### config.mk
export PLATFORM = sky130hd
export DESIGN_NAME = qarctan_seq
export DESIGN_NICKNAME = d
export VERILOG_FILES = /design/src/rtl/qarctan_pkg.sv /design/src/rtl/qarctan_divider.sv /design/src/rtl/qarctan_seq.sv
export SDC_FILE = /design/constraint.sdc
export NUM_CORES = 1
export LEC_CHECK = 0
export BUFFER_PORTS_ARGS = -buffer_cell sky130_fd_sc_hd__buf_4
export CORE_MARGIN = 1
export CORE_UTILIZATION = 46
export CTS_CLUSTER_SIZE = 28
export DETAILED_ROUTE_END_ITERATION = 8
export PLACE_DENSITY = 0.62
export SLEW_MARGIN = 5
export SYNTH_ARGS = -nofsm -noshare
export SYNTH_HDL_FRONTEND = slang
export SYNTH_SLANG_ARGS = --single-unit
### constraint.sdc
create_clock -name clock -period 17.65 [get_ports clock]
set_input_delay 2.6475 -clock clock [delete_from_list [all_inputs] [get_ports clock]]
set_output_delay 2.6475 -clock clock [all_outputs]
set_load 0.02 [all_outputs]
### src/rtl/qarctan_pkg.sv
// Shared types and fixed-point constant helpers for the sequential quantized arctan.
package qarctan_pkg;

  typedef enum logic [1:0] {
    S_IDLE = 2'd0,
    S_DIV  = 2'd1,
    S_OUT  = 2'd2
  } state_t;

  localparam real PI_REAL = 3.14159265358979323846;

  function automatic int quantize_f_bits(input real value, input int bits);
    real scale;
    scale = 1.0;
    for (int i = 0; i < bits; i++) scale = scale * 2.0;
    return $rtoi(value * scale);
  endfunction

  function automatic real dequantize_bits(input int value, input int bits);
    real scale;
    scale = 1.0;
    for (int i = 0; i < bits; i++) scale = scale * 2.0;
    return $itor(value) / scale;
  endfunction

endpackage

### src/rtl/qarctan_divider.sv
// Unsigned restoring divider producing one quotient bit per cycle, MSB first.
module qarctan_divider
  import qarctan_pkg::*;
#(
  parameter int NUM_W  = 44,
  parameter int DEN_W  = 34,
  parameter int Q_BITS = 11
) (
  input  logic              clock,
  input  logic              reset,
  input  logic              start,
  input  logic [NUM_W-1:0]  numerator,
  input  logic [DEN_W-1:0]  denominator,
  output logic              done,
  output logic [Q_BITS-1:0] quotient
);

  localparam int CW = $clog2(Q_BITS + 1);

  logic [NUM_W-1:0]  rem_q, rem_d;
  logic [NUM_W-1:0]  dsh_q, dsh_d;
  logic [Q_BITS-1:0] quo_q, quo_d;
  logic [CW-1:0]     cnt_q, cnt_d;

  // Load on start, then one compare/subtract step per cycle against a right-shifting divisor.
  always_comb begin
    rem_d = rem_q;
    dsh_d = dsh_q;
    quo_d = quo_q;
    cnt_d = cnt_q;
    if (start) begin
      rem_d = numerator;
      dsh_d = NUM_W'(denominator) << (Q_BITS - 1);
      quo_d = '0;
      cnt_d = CW'(Q_BITS);
    end else if (cnt_q != CW'(0)) begin
      if (rem_q >= dsh_q) begin
        rem_d = rem_q - dsh_q;
        quo_d = {quo_q[Q_BITS-2:0], 1'b1};
      end else begin
        quo_d = {quo_q[Q_BITS-2:0], 1'b0};
      end
      dsh_d = dsh_q >> 1;
      cnt_d = cnt_q - CW'(1);
    end else begin
      cnt_d = cnt_q;
    end
  end

  always_ff @(posedge clock or negedge reset) begin
    if (!reset) begin
      rem_q <= '0;
      dsh_q <= '0;
      quo_q <= '0;
      cnt_q <= '0;
    end else begin
      rem_q <= rem_d;
      dsh_q <= dsh_d;
      quo_q <= quo_d;
      cnt_q <= cnt_d;
    end
  end

  // Final step is in progress: quotient is complete after this edge.
  assign done     = (cnt_q == CW'(1));
  assign quotient = quo_q;

endmodule

### src/rtl/qarctan_seq.sv
// Sequential quantized arctan(y, x) between FIFOs with an iterative divider.
// Define QARCTAN_ROUND_EN to round the final scaling half away from zero instead of truncating.
module qarctan_seq
  import qarctan_pkg::*;
#(
  parameter int DATA_WIDTH = 32,
  parameter int FRAC_BITS  = 10
) (
  input  logic                  clock,
  input  logic                  reset,
  output logic                  inA_rd_en,
  input  logic                  inA_empty,
  input  logic [DATA_WIDTH-1:0] inA_dout,
  output logic                  inB_rd_en,
  input  logic                  inB_empty,
  input  logic [DATA_WIDTH-1:0] inB_dout,
  output logic                  out_wr_en,
  input  logic                  out_full,
  output logic [DATA_WIDTH-1:0] out_din,
  output logic                  busy
);

  localparam int IW    = DATA_WIDTH + 2;
  localparam int NW    = IW + FRAC_BITS;
  localparam int QW    = FRAC_BITS + 1;
  localparam int AW    = 2 * FRAC_BITS + 4;
  localparam int QUAD1 = quantize_f_bits(PI_REAL / 4.0, FRAC_BITS);
  localparam int QUAD3 = quantize_f_bits(3.0 * PI_REAL / 4.0, FRAC_BITS);

  state_t               state_q, state_d;
  logic                 num_neg_q, num_neg_d;
  logic                 ysign_q, ysign_d;
  logic signed [AW-1:0] base_q, base_d;

  logic                 pop_s, div_done_s;
  logic [QW-1:0]        quot_s;
  logic signed [IW-1:0] y_s, x_s, abs_y_s, diff_s, den_s;
  logic [IW-1:0]        diff_mag_s;
  logic [NW-1:0]        num_mag_s;
  logic signed [AW-1:0] base_sel_s;
  logic [AW-1:0]        p_mag_s, d_mag_s;
  logic signed [AW-1:0] d_s, angle_s, out_s;
  logic signed [DATA_WIDTH+AW-1:0] out_wide_s;

  // Gating with reset keeps the pops quiet while reset is held, even with data waiting.
  assign pop_s = reset && !inA_empty && !inB_empty &&
                 ((state_q == S_IDLE) || ((state_q == S_OUT) && !out_full));

  // Fold the pair into a quadrant-relative ratio num/den in the widened domain.
  always_comb begin
    y_s     = {{2{inA_dout[DATA_WIDTH-1]}}, inA_dout};
    x_s     = {{2{inB_dout[DATA_WIDTH-1]}}, inB_dout};
    abs_y_s = (y_s[IW-1] ? -y_s : y_s) + signed'(IW'(1));
    if (!x_s[IW-1]) begin
      diff_s     = x_s - abs_y_s;
      den_s      = x_s + abs_y_s;
      base_sel_s = signed'(AW'(QUAD1));
    end else begin
      diff_s     = x_s + abs_y_s;
      den_s      = abs_y_s - x_s;
      base_sel_s = signed'(AW'(QUAD3));
    end
    diff_mag_s = diff_s[IW-1] ? unsigned'(-diff_s) : unsigned'(diff_s);
    num_mag_s  = NW'(diff_mag_s) << FRAC_BITS;
  end

  qarctan_divider #(
    .NUM_W  (NW),
    .DEN_W  (IW),
    .Q_BITS (QW)
  ) u_div (
    .clock       (clock),
    .reset       (reset),
    .start       (pop_s),
    .numerator   (num_mag_s),
    .denominator (den_s),
    .done        (div_done_s),
    .quotient    (quot_s)
  );

  // Next-state and capture logic.
  always_comb begin
    state_d   = state_q;
    num_neg_d = num_neg_q;
    ysign_d   = ysign_q;
    base_d    = base_q;
    if (pop_s) begin
      num_neg_d = diff_s[IW-1];
      ysign_d   = y_s[IW-1];
      base_d    = base_sel_s;
    end else begin
      base_d    = base_q;
    end
    case (state_q)
      S_IDLE:  state_d = pop_s ? S_DIV : S_IDLE;
      S_DIV:   state_d = div_done_s ? S_OUT : S_DIV;
      S_OUT: begin
        if (out_full)   state_d = S_OUT;
        else if (pop_s) state_d = S_DIV;
        else            state_d = S_IDLE;
      end
      default: state_d = S_IDLE;
    endcase
  end

  always_ff @(posedge clock or negedge reset) begin
    if (!reset) begin
      state_q   <= S_IDLE;
      num_neg_q <= 1'b0;
      ysign_q   <= 1'b0;
      base_q    <= '0;
    end else begin
      state_q   <= state_d;
      num_neg_q <= num_neg_d;
      ysign_q   <= ysign_d;
      base_q    <= base_d;
    end
  end

  // Scale on the magnitude so negative ratios truncate (or round) toward zero symmetrically.
  always_comb begin
    p_mag_s = AW'(QUAD1) * AW'(quot_s);
`ifdef QARCTAN_ROUND_EN
    d_mag_s = (p_mag_s + AW'(1 << (FRAC_BITS - 1))) >> FRAC_BITS;
`else
    d_mag_s = p_mag_s >> FRAC_BITS;
`endif
    d_s        = num_neg_q ? -signed'(d_mag_s) : signed'(d_mag_s);
    angle_s    = base_q - d_s;
    out_s      = ysign_q ? -angle_s : angle_s;
    out_wide_s = {{DATA_WIDTH{out_s[AW-1]}}, out_s};
  end

  assign inA_rd_en = pop_s;
  assign inB_rd_en = pop_s;
  assign out_wr_en = reset && (state_q == S_OUT) && !out_full;
  assign out_din   = (state_q == S_OUT) ? out_wide_s[DATA_WIDTH-1:0] : '0;
  assign busy      = (state_q == S_DIV) || (state_q == S_OUT);

endmodule

After elaboration in Yosys (flattened, before gate mapping)
Cells that the tools add are included.

Register bits: 131. Output and inout bits: 36. Logic and storage cells: 62.

Equal/unequal tests: 3. Multiplexer cells: 22. Reductions and logical operators: 16. Add/subtract/negate cells: 11. Multiply operators: 1. Magnitude comparators: 1.

Operators by type and width (count): two-way mux 44 bit (5); two-way mux 34 bit (4); two-way mux 24 bit (2); >= comparator 44 bit (1); subtractor 44 bit (1); adder 32 x 34 -> 34 bit (1); adder 34 x 2 -> 34 bit, second input constant (1); negator 32 -> 34 bit (1); negator 34 bit (1); subtractor 32 x 34 -> 34 bit (1); subtractor 34 x 32 -> 34 bit (1); two-way mux 32 bit (1); negator 11 -> 24 bit (1); negator 24 bit (1); subtractor 24 bit (1); two-way mux 11 bit (2); multiplier 8 x 11 -> 19 bit, first input constant (1); two-way mux 12 bit (1); two-way mux 4 bit (2); logical AND 1 bit (6); one-hot mux 2 bit (3 select lines) (1); == test 4 x 1 -> 1 bit, second input constant (1); two-way mux 2 bit (2); nonzero test 2 bit (2); 9 further kinds (13).

Depth between registers and ports, before layout
Gate-level depths: netlist of the first run.

Depth in word-level cells: 8. Gate-level depth with buffers: 32. Gate-level depth less buffers: 30.

By module
A second synthesis of the first run with hierarchy kept.

Cells, all modules: 2583. Area, all modules: 19064.5 um^2.

By module, submodules not included: qarctan_seq (seq. area each 175.2 um^2, cells each 1694, times used 1, area each 11705.0 um^2); qarctan_divider (seq. area each 2577.5 um^2, cells each 889, times used 1, area each 7359.6 um^2).

Least setup slack after synthesis of the first run
OpenSTA, ideal clock, no wires.

Path kind: register -> output. Start: register u_div.quo_q[3], in the netlist u_div.quotient[3]. End: output port out_din[24]. Buffers on the path: 2. Arrival: 6.767 ns. Stages on the path, launching flop included: 25. Slack: 8.235 ns. Path through: dfrtp_1 > ha_1 > fa_1 > fa_1 > ha_1 > ha_1 > buf_2 > o211a_1 > a21boi_2 > or3_1 > a311oi_1 > a221o_1 > a21oi_1 > xor2_1 > ha_1 > and2_1 > a41oi_1 > nand2b_1 > o31ai_1 > a41o_1 > a31o_2 > a21o_1 > nand2_1 > o22ai_1 > buf_4.

Longest elaborated chain between the ends: 7.

Ends and longest elaborated chain: from (decl) (line qarctan_divider.sv:22) `logic [Q_BITS-1:0] quo_q, quo_d;`; from (signal assigned) (line qarctan_divider.sv:59) `quo_q <= quo_d;`; multiplier 8 x 11 -> 19 bit (*) (line qarctan_seq.sv:122) `p_mag_s = AW'(QUAD1) * AW'(quot_s);`; negator 11 -> 24 bit (line qarctan_seq.sv:128) `d_s = num_neg_q ? -signed'(d_mag_s) : signed'(d_mag_s);`; two-way mux 24 bit (*) (line qarctan_seq.sv:128); subtractor 24 bit (*) (line qarctan_seq.sv:129) `angle_s = base_q - d_s;`; negator 24 bit (line qarctan_seq.sv:130) `out_s = ysign_q ? -angle_s : angle_s;`; two-way mux 24 bit (*) (line qarctan_seq.sv:130); two-way mux 32 bit (*) (line qarctan_seq.sv:137) `assign out_din = (state_q == S_OUT) ? out_wide_s[DATA_WIDTH-1:0] : '0;`; to (decl) (line qarctan_seq.sv:19) `output logic [DATA_WIDTH-1:0] out_din,`.

Every way passes the cells marked *; elsewhere a longest branch is shown, timed or not.

Final worst setup path of the first run
Start: register u_div.quo_q[2], in the netlist u_div.quotient[2]. End: output port out_din[27].

The elaborated chain is that of the path after synthesis.

==> impl_metrics.tcl, run 1 <==
set metrics [dict create \
    layout_common_cells "nand2_1 (252), ha_1 (214), inv_1 (207), a21oi_1 (207), o21ai_0 (174)" \
    synth_compound_area_frac 0.2716 \
    place_area_um2 19180 \
    post-route-drc-count 0 \
    cts_resized 0 \
    synthFlopType "dfrtp_1" \
    status "completed" \
    viasPerCell 5.795 \
    die_w_um 200.6 \
    muxShareOfSynthArea 0.03110 \
    rsz0062_at_grt "false" \
    area_growth_pct 7.448 \
    synth.avg_cell_area_um2 7.357 \
    period_needed_ns 10.41 \
    slew_headroom 0.3230 \
    cp-endpoint "out_din[27]" \
    synth_fa_ha_area_frac 0.1630 \
    r2r_end "u_div.rem_q[30]" \
    antenna_cells 0 \
    endpoint_kind "output pin" \
    design_area_um2 19490 \
    grt_pass1_vias 16460 \
    hold-worst-slack_ns 0.5067 \
    crit_start "u_div.quotient[2]" \
    dpl.cell_count 2979 \
    worst_ep_arrival_time_ns 7.76 \
    cts_setup_buffers 0 \
    cts_hold_buf 0 \
    required_ns 15.00 \
    firstDrtPassIters 6 \
    htree_levels 3 \
    setup_tns_ns 0 \
    grt_pass1_wl_mm 84.60 \
    reg2reg_depth 15 \
    place.gp.congestion 0.9345 \
    tightest_slew_ns 0.9900 \
    maxCapViolations 0 \
    ys_ff_latch 110 \
    drtAntennaViolNets 0 \
    setup_viol 0 \
    r2r_slack_ns 13.60 \
    clk-insertion-delay-late_ns 0.38 \
    path_clk_slew_ns 0.09 \
    syn-cell-area_um2 18140 \
    antenna_found_initial 0 \
    die_area_um2 40240 \
    cts_tree "done" \
    finalCritPeriodShare 0.5899 \
    port_buffers 104 \
    synth_seq_area_share 0.1517 \
    core_area_um2 38740 \
    hp-class "reg -> reg" \
    cts-root-buf "clkbuf_16" \
    grt_usage 0.2506 \
    cts_buffers 9 \
    io_pins 105 \
    final_max_slew_viol_count 0 \
    routed_wl_mm 51.04 \
    finalHoldViolCount 0 \
    finClkSkew_ns 0.01824 \
    cp_max_fo 9 \
    grt_overflow 0 \
    avgRoutedWirePerCell_um 17.04 \
    clock.fmax_ghz 0.09604 \
    yosys_warnings 0 \
    dp_hpwl_mm 40.25 \
    reg2reg_from "u_div.dsh_q[0]" \
    synth_edf_count 0 \
    synthSimpleGateAreaFrac 0.1976 \
    vias 17360 \
    drtIter0Drc 1329 \
    die_h_um 200.6 \
    synth-async-reset-ratio 1.000 \
    synth_top_family_by_area "compound AO/OA/AOI/OAI gates" \
    drive_above_1_share 0.07348 \
    layout_commonest_cell "nand2_1" \
    initial_core_util 0.4683 \
    finalNonFillerCells 2995 \
    synthDistinctLibCells 92 \
    row_count 72 \
    clock-sinks 110 \
    nets 2769 \
    synth_cells 2466 \
    grt_max_degree 81 \
    worst-setup-path-type "reg -> out" \
    synth_xor_xnor_area_share 0.1139 \
    clockBufferDepth 2 \
    startpoint_type "flip-flop" \
]
worst min path at each step:
stage / from / end / slack (ns) / cells after the start
global route: u_div.rem_q[37] / u_div.rem_q[37] / 0.55 / 2
finish: base_q[9] / base_q[9] / 0.51 / 2
global placement: base_q[9] / base_q[9] / 0.50 / 2
floorplan: base_q[9] / base_q[9] / 0.46 / 2
CTS: u_div.rem_q[37] / u_div.rem_q[37] / 0.52 / 2
detailed placement: base_q[9] / base_q[9] / 0.50 / 2
state kept, by name, indices dropped and copies added (netlist names):
| name | flops |
|---|---|
| u_div.dsh_q | 44 |
| num_neg_q | 1 |
| ysign_q | 1 |
| state_q | 2 |
| u_div.cnt_q | 4 |
| u_div.quotient | 11 |
| base_q | 3 |
| u_div.rem_q | 44 |
cells in the mapped netlist, drive strengths merged (26+ instances only):
cell type	count	area [um2]
or3	26	162.7
nand3	36	180.2
nand2b	31	193.9
xnor2	148	1315
a21o	67	503.0
dfrtp	110	2753
a31oi	52	340.3
o21a	26	195.2
o21ai	177	889.6
buf	32	162.7
nor3	56	285.3
and2	31	193.9
inv	208	780.8
o31ai	27	230.2
clkbuf	89	334.1
xor2	85	752.0
nor2	173	649.4
nand2	252	945.9
mux2i	53	530.5
nor2b	32	200.2
nand4	26	162.7
a21oi	207	1036
ha	214	2678
cell families after synthesis:
logic type | Yosys count
muxes | 56
and+or+nand+nor | 748
buffers and inverters | 330
AOI/OAI and AO/OA | 759
DFF | 110
adders and majority gates | 228
other | 2
xor gates and xnor gates | 233
layout make-up:
type | count | area, um2
fillers | 3952 | 19240
multi-input cells | 2027 | 14130
flip-flops and latches | 110 | 2753
repair buffers | 115 | 863.3
inverters | 209 | 784.5
well taps | 518 | 648.1
clock buffers | 9 | 225.2
clock inverters | 7 | 88.84
stage by stage:
stage               utilization  setup slack (ns)
floorplan                     -             8.235
global placement         0.4951             7.636
detailed placement       0.4951             7.553
CTS                      0.5032             7.316
global route             0.5032             6.794
finish                   0.5032             7.238
per-layer routing:
layer / up-vias / track usage / wire length, um / share of wire
met4: 0 / 0.03790 / 523 / 0.010
met1: 8156 / 0.3613 / 25120 / 0.49
met2: 444 / 0.4106 / 23110 / 0.45
met5: - / 0 / 0 / 0
li1: 8721 / - / - / -
met3: 36 / 0.02386 / 2278 / 0.045
worst max-delay path, stage by stage (launching register included):
cell and delay [ns]:
dfrtp_1 0.45, ha_1 0.30, inv_1 0.05, fa_1 0.51, inv_1 0.06, fa_1 0.45
ha_1 0.30, ha_1 0.36, o211a_1 0.18, a21boi_2 0.20, or3_1 0.45, a311oi_1 0.36
a221o_1 0.16, a21oi_1 0.05, xor2_1 0.16, ha_1 0.37, and2_1 0.14, a41oi_1 0.19
nand2b_1 0.24, o31ai_1 0.73, a41o_1 0.32, a31o_2 0.16, a21o_1 0.24, nand2_1 0.16
o22ai_1 0.56, buf_4 0.26
Power of run 1 is left out: the tool's default activity adds up to more than one toggle a clock period on the data nets, which glitch-free logic cannot reach.
==> inputs of run 2 (changes only) <==
==> constraint.sdc (replaced) <==
create_clock -name clock -period 10.2 [get_ports clock]
set_input_delay 1.53 -clock clock [delete_from_list [all_inputs] [get_ports clock]]
set_output_delay 1.53 -clock clock [all_outputs]
set_load 0.02 [all_outputs]
==> run 2 against run 1 <==
  * Routed wire length is essentially flat
  * Critical path type unchanged
  * Setup slack lost 6.2 ns
  * Non-clock buffer count is the same
  * Utilization is the same
  * Die area is the same
  * Cell count is the same
  * Clock skew shrank 0.0019 ns
  * Global-route usage shrank 0.30 points
  * Sequential share of layout area is the same
  * Via count shrank 0.18%
==> impl_metrics.tcl, run 2 (synthesis results as in run 1) <==
set metrics [dict create \
    setup_viol 0 \
    worst-setup-path-type "reg -> out" \
    die_h_um 200.6 \
    finClkSkew_ns 0.01634 \
    row_count 72 \
    fill_cells 3925 \
    grt_max_degree 82 \
    layout_common_cells "nand2_1 (252), ha_1 (214), inv_1 (207), a21oi_1 (207), o21ai_0 (174)" \
    drtIter0Drc 1186 \
    nets 2769 \
    port_buffers 104 \
    cts_buffers 9 \
    viasPerCell 5.785 \
    rsz0062_at_grt "false" \
    cp_slowest_stage_delay_ns 0.69 \
    finalHoldViolCount 0 \
    hp-class "reg -> reg" \
    status "completed" \
    grt_pass1_wl_mm 83.23 \
    startpoint_type "flip-flop" \
    finalCritPeriodShare 0.9012 \
    cts_tree "done" \
    drtAntennaViolNets 0 \
    worst-path-buf-inv 3 \
    tightest_slew_ns 1.048 \
    final_max_slew_viol_count 0 \
    grt_overflow 0 \
    place.gp.congestion 0.9288 \
    endpoint_kind "output pin" \
    layout_commonest_cell "nand2_1" \
    cts-root-buf "clkbuf_16" \
    maxCapViolations 0 \
    path_clk_slew_ns 0.10 \
    drive_above_1_share 0.07348 \
    die_w_um 200.6 \
    clock-sinks 110 \
    setup_tns_ns 0 \
    dp_hpwl_mm 40.50 \
    worst_ep_arrival_time_ns 7.66 \
    io_pins 105 \
    clk-insertion-delay-late_ns 0.37 \
    cts_hold_buf 0 \
    grt_usage 0.2476 \
    required_ns 8.67 \
    firstDrtPassIters 5 \
    area_growth_pct 7.448 \
    slew_headroom 0.2833 \
    vias 17330 \
    clock.fmax_ghz 0.1088 \
    clockBufferDepth 2 \
    post-route-drc-count 0 \
    crit_family "compound AO/OA/AOI/OAI gates" \
    routed_wl_mm 51.04 \
    cp_max_fo 9 \
    avgRoutedWirePerCell_um 17.04 \
    cts_setup_buffers 0 \
    htree_levels 3 \
    initial_core_util 0.4683 \
    cts_resized 0 \
    period_needed_ns 9.192 \
    critical_path.most_common_cell "ha_1" \
    antenna_found_initial 0 \
    grt_pass1_vias 16330 \
    antenna_cells 0 \
    core_area_um2 38740 \
    die_area_um2 40240 \
    slowest_stage "o31ai_1" \
]
==> run 2: cell count changes in the layout (fill, tap and decap cells not counted) <==
cell	previous run	this run
inv_6	1	2
clkinv_2	1	0
bufinv_16	1	0
inv_8	1	2
clkinv_8	0	2
clkinv_4	2	0
==> run 2: worst paths after layout <==
kind	start	endpoint	slack [ns]	depth (start not counted)
max in group asynchronous	reset	u_div.dsh_q[37]	7.72	2
setup reg to reg	u_div.dsh_q[0]	u_div.rem_q[36]	6.21	15
hold reg to reg	base_q[9]	base_q[9]	0.51	2
min in group asynchronous	reset	u_div.quotient[9]	1.22	1
hold / removal	base_q[9]	base_q[9]	0.51	2
setup / recovery	u_div.quotient[1]	out_din[27]	1.01	25
==> run 2: worst min-delay path, stage by stage, from the launching register on <==
cell and delay [ns]:
dfrtp_1 0.37, nand2_1 0.05, o21ai_0 0.06
==> run 2: layout make-up <==
cell class / instances / area [um2] / share of cell area
timing repair buffer: 115 / 863.3 / 0.04429
sequential: 110 / 2753 / 0.1412
multi-input combinational: 2027 / 14130 / 0.7249
tap: 518 / 648.1 / 0.03325
clock buffer: 9 / 225.2 / 0.01155
clock inverter: 7 / 88.84 / 0.004557
inverter: 209 / 784.5 / 0.04024
==> run 2: stage by stage <==
stage	util	setup slack [ns]	area (um2)	std cells	hold slack [ns]
floorplan	-	1.903	18150	2467	0.4563
global placement	0.4951	1.324	19180	2979	0.4963
detailed placement	0.4951	1.183	19180	2979	0.4942
CTS	0.5032	1.043	19490	2995	0.5161
global route	0.5032	0.5468	19490	2995	0.5524
finish	0.5032	1.008	19490	2995	0.5078
==> run 2: layer usage <==
metal,global-route usage,share of wire
met4,0.04089,0.011
met5,0,0
met2,0.4091,0.45
met1,0.3521,0.49
met3,0.02500,0.041
Power of run 2 is left out for the same reason.
==> inputs of run 3 (changes only) <==
--- a/config.mk
+++ b/config.mk
@@ -6,7 +6,7 @@
 export NUM_CORES = 1
 export LEC_CHECK = 0
 export BUFFER_PORTS_ARGS = -buffer_cell sky130_fd_sc_hd__buf_4
-export CORE_MARGIN = 1
+export CORE_MARGIN = 2
 export CORE_UTILIZATION = 46
 export CTS_CLUSTER_SIZE = 28
 export DETAILED_ROUTE_END_ITERATION = 8
==> run 3 against run 2 <==
  * Via count is essentially flat
  * Die area grew 2.0%
  * Final area is essentially flat
  * Global-route usage shrank 0.56 points
  * Clock skew shrank 0.0012 ns
  * Critical path type unchanged
  * Critical endpoint is now out_din[31]
  * Largest cell class unchanged
  * Highest routed layer unchanged
==> impl_metrics.tcl, run 3 (synthesis results as in run 1) <==
set metrics [dict create \
    status "completed" \
    clk-insertion-delay-late_ns 0.37 \
    viasPerCell 5.790 \
    grt_pass1_wl_mm 83.34 \
    grt_usage 0.2420 \
    finClkSkew_ns 0.01519 \
    clock-sinks 110 \
    cts_hold_buf 0 \
    critical_path.most_common_cell "ha_1" \
    drtIter0Drc 1086 \
    min_path_cells 2 \
    hold-worst-slack_ns 0.5100 \
    routed_wl_mm 50.17 \
    avgRoutedWirePerCell_um 16.76 \
    place.gp.congestion 0.9263 \
    hold_end "u_div.rem_q[37]" \
    setup_slack_ns 1.098 \
    setup_tns_ns 0 \
    core_area_um2 38830 \
    die_area_um2 41040 \
    drive_above_1_share 0.07310 \
    tightest_slew_ns 1.239 \
    cts_setup_buffers 0 \
    maxCapViolations 0 \
    finalHoldViolCount 0 \
    worst-path-buf-inv 3 \
    worst_ep_arrival_time_ns 7.57 \
    cts-root-buf "clkbuf_16" \
    r2r_end "u_div.rem_q[36]" \
    area_growth_pct 7.441 \
    endpoint_kind "output pin" \
    worst-setup-path-type "reg -> out" \
    setup_viol 0 \
    layout_common_cells "nand2_1 (252), ha_1 (214), inv_1 (207), a21oi_1 (207), o21ai_0 (174)" \
    reg2reg_from "u_div.dsh_q[0]" \
    vias 17340 \
    path_clk_slew_ns 0.08 \
    nets 2768 \
    initial_core_util 0.4673 \
    die_w_um 202.6 \
    grt_overflow 0 \
    dp_hpwl_mm 39.81 \
    drtAntennaViolNets 0 \
    slew_headroom 0.1740 \
    io_pins 105 \
    grt_max_degree 73 \
    die_h_um 202.6 \
    cp_slowest_stage_delay_ns 0.64 \
    clockBufferDepth 2 \
    crit_family "compound AO/OA/AOI/OAI gates" \
    place_ws_ns 1.266 \
    slowest_stage "o31ai_1" \
    htree_levels 3 \
    startpoint_type "flip-flop" \
    cp_max_fo 9 \
    reg2reg_depth 15 \
    antenna_cells 0 \
    row_count 72 \
    final_max_slew_viol_count 0 \
    period_needed_ns 9.102 \
    cts_resized 0 \
    cts_tree "done" \
    hp-start "u_div.rem_q[37]" \
    rsz0062_at_grt "false" \
    antenna_found_initial 0 \
    hp-class "reg -> reg" \
    required_ns 8.67 \
    clock.fmax_ghz 0.1099 \
    cts_buffers 9 \
    port_buffers 104 \
    layout_commonest_cell "nand2_1" \
    firstDrtPassIters 5 \
    post-route-drc-count 0 \
    r2r_slack_ns 5.36 \
    grt_pass1_vias 16630 \
    finalCritPeriodShare 0.8923 \
]
run 3: cell type report:
type | count | area [um2]
Inverter | 209 | 784.5
Fill cell | 3812 | 19330
Clock inverter | 7 | 95.09
Tap cell | 518 | 648.1
Multi-Input combinational cell | 2027 | 14130
Timing Repair Buffer | 114 | 855.8
Sequential cell | 110 | 2753
Clock buffer | 9 | 225.2
run 3: worst min-delay path, delay by kind of cell (launching register included):
family / cells / cell delay (ns)
AO/OA/AOI/OAI: 1 / 0.06
AND/OR/NAND/NOR: 1 / 0.06
flip-flops: 1 / 0.36
run 3: how the worst max path moves through the flow:
stage,startpoint,endpoint,slack [ns],cells after the start
after floorplan,u_div.quotient[3],out_din[24],1.90,24
after detailed placement,inA_dout[0],u_div.rem_q[13],1.27,26
final,u_div.quotient[2],out_din[31],1.10,25
after CTS,u_div.quotient[3],out_din[26],1.12,23
after global routing,u_div.quotient[1],out_din[26],0.58,25
after global placement,inA_dout[0],u_div.rem_q[11],1.34,24
run 3: routing by layer:
metal / wire length, um / GRT usage / part of all wire
met3: 2018 / 0.02087 / 0.040
met1: 24510 / 0.3443 / 0.49
met2: 22840 / 0.3991 / 0.46
met5: 0 / 0 / 0
met4: 797 / 0.05136 / 0.016
run 3: metrics by stage:
step           instance area [um2]  instances    util
2_1_floorplan                18150       2467       -
3_3_place_gp                 19170       2978  0.4938
3_5_place_dp                 19170       2978  0.4938
4_1_cts                      19490       2994  0.5020
5_1_grt                      19490       2994  0.5020
6_report                     19490       2994  0.5020
Power of run 3 is left out for the same reason.
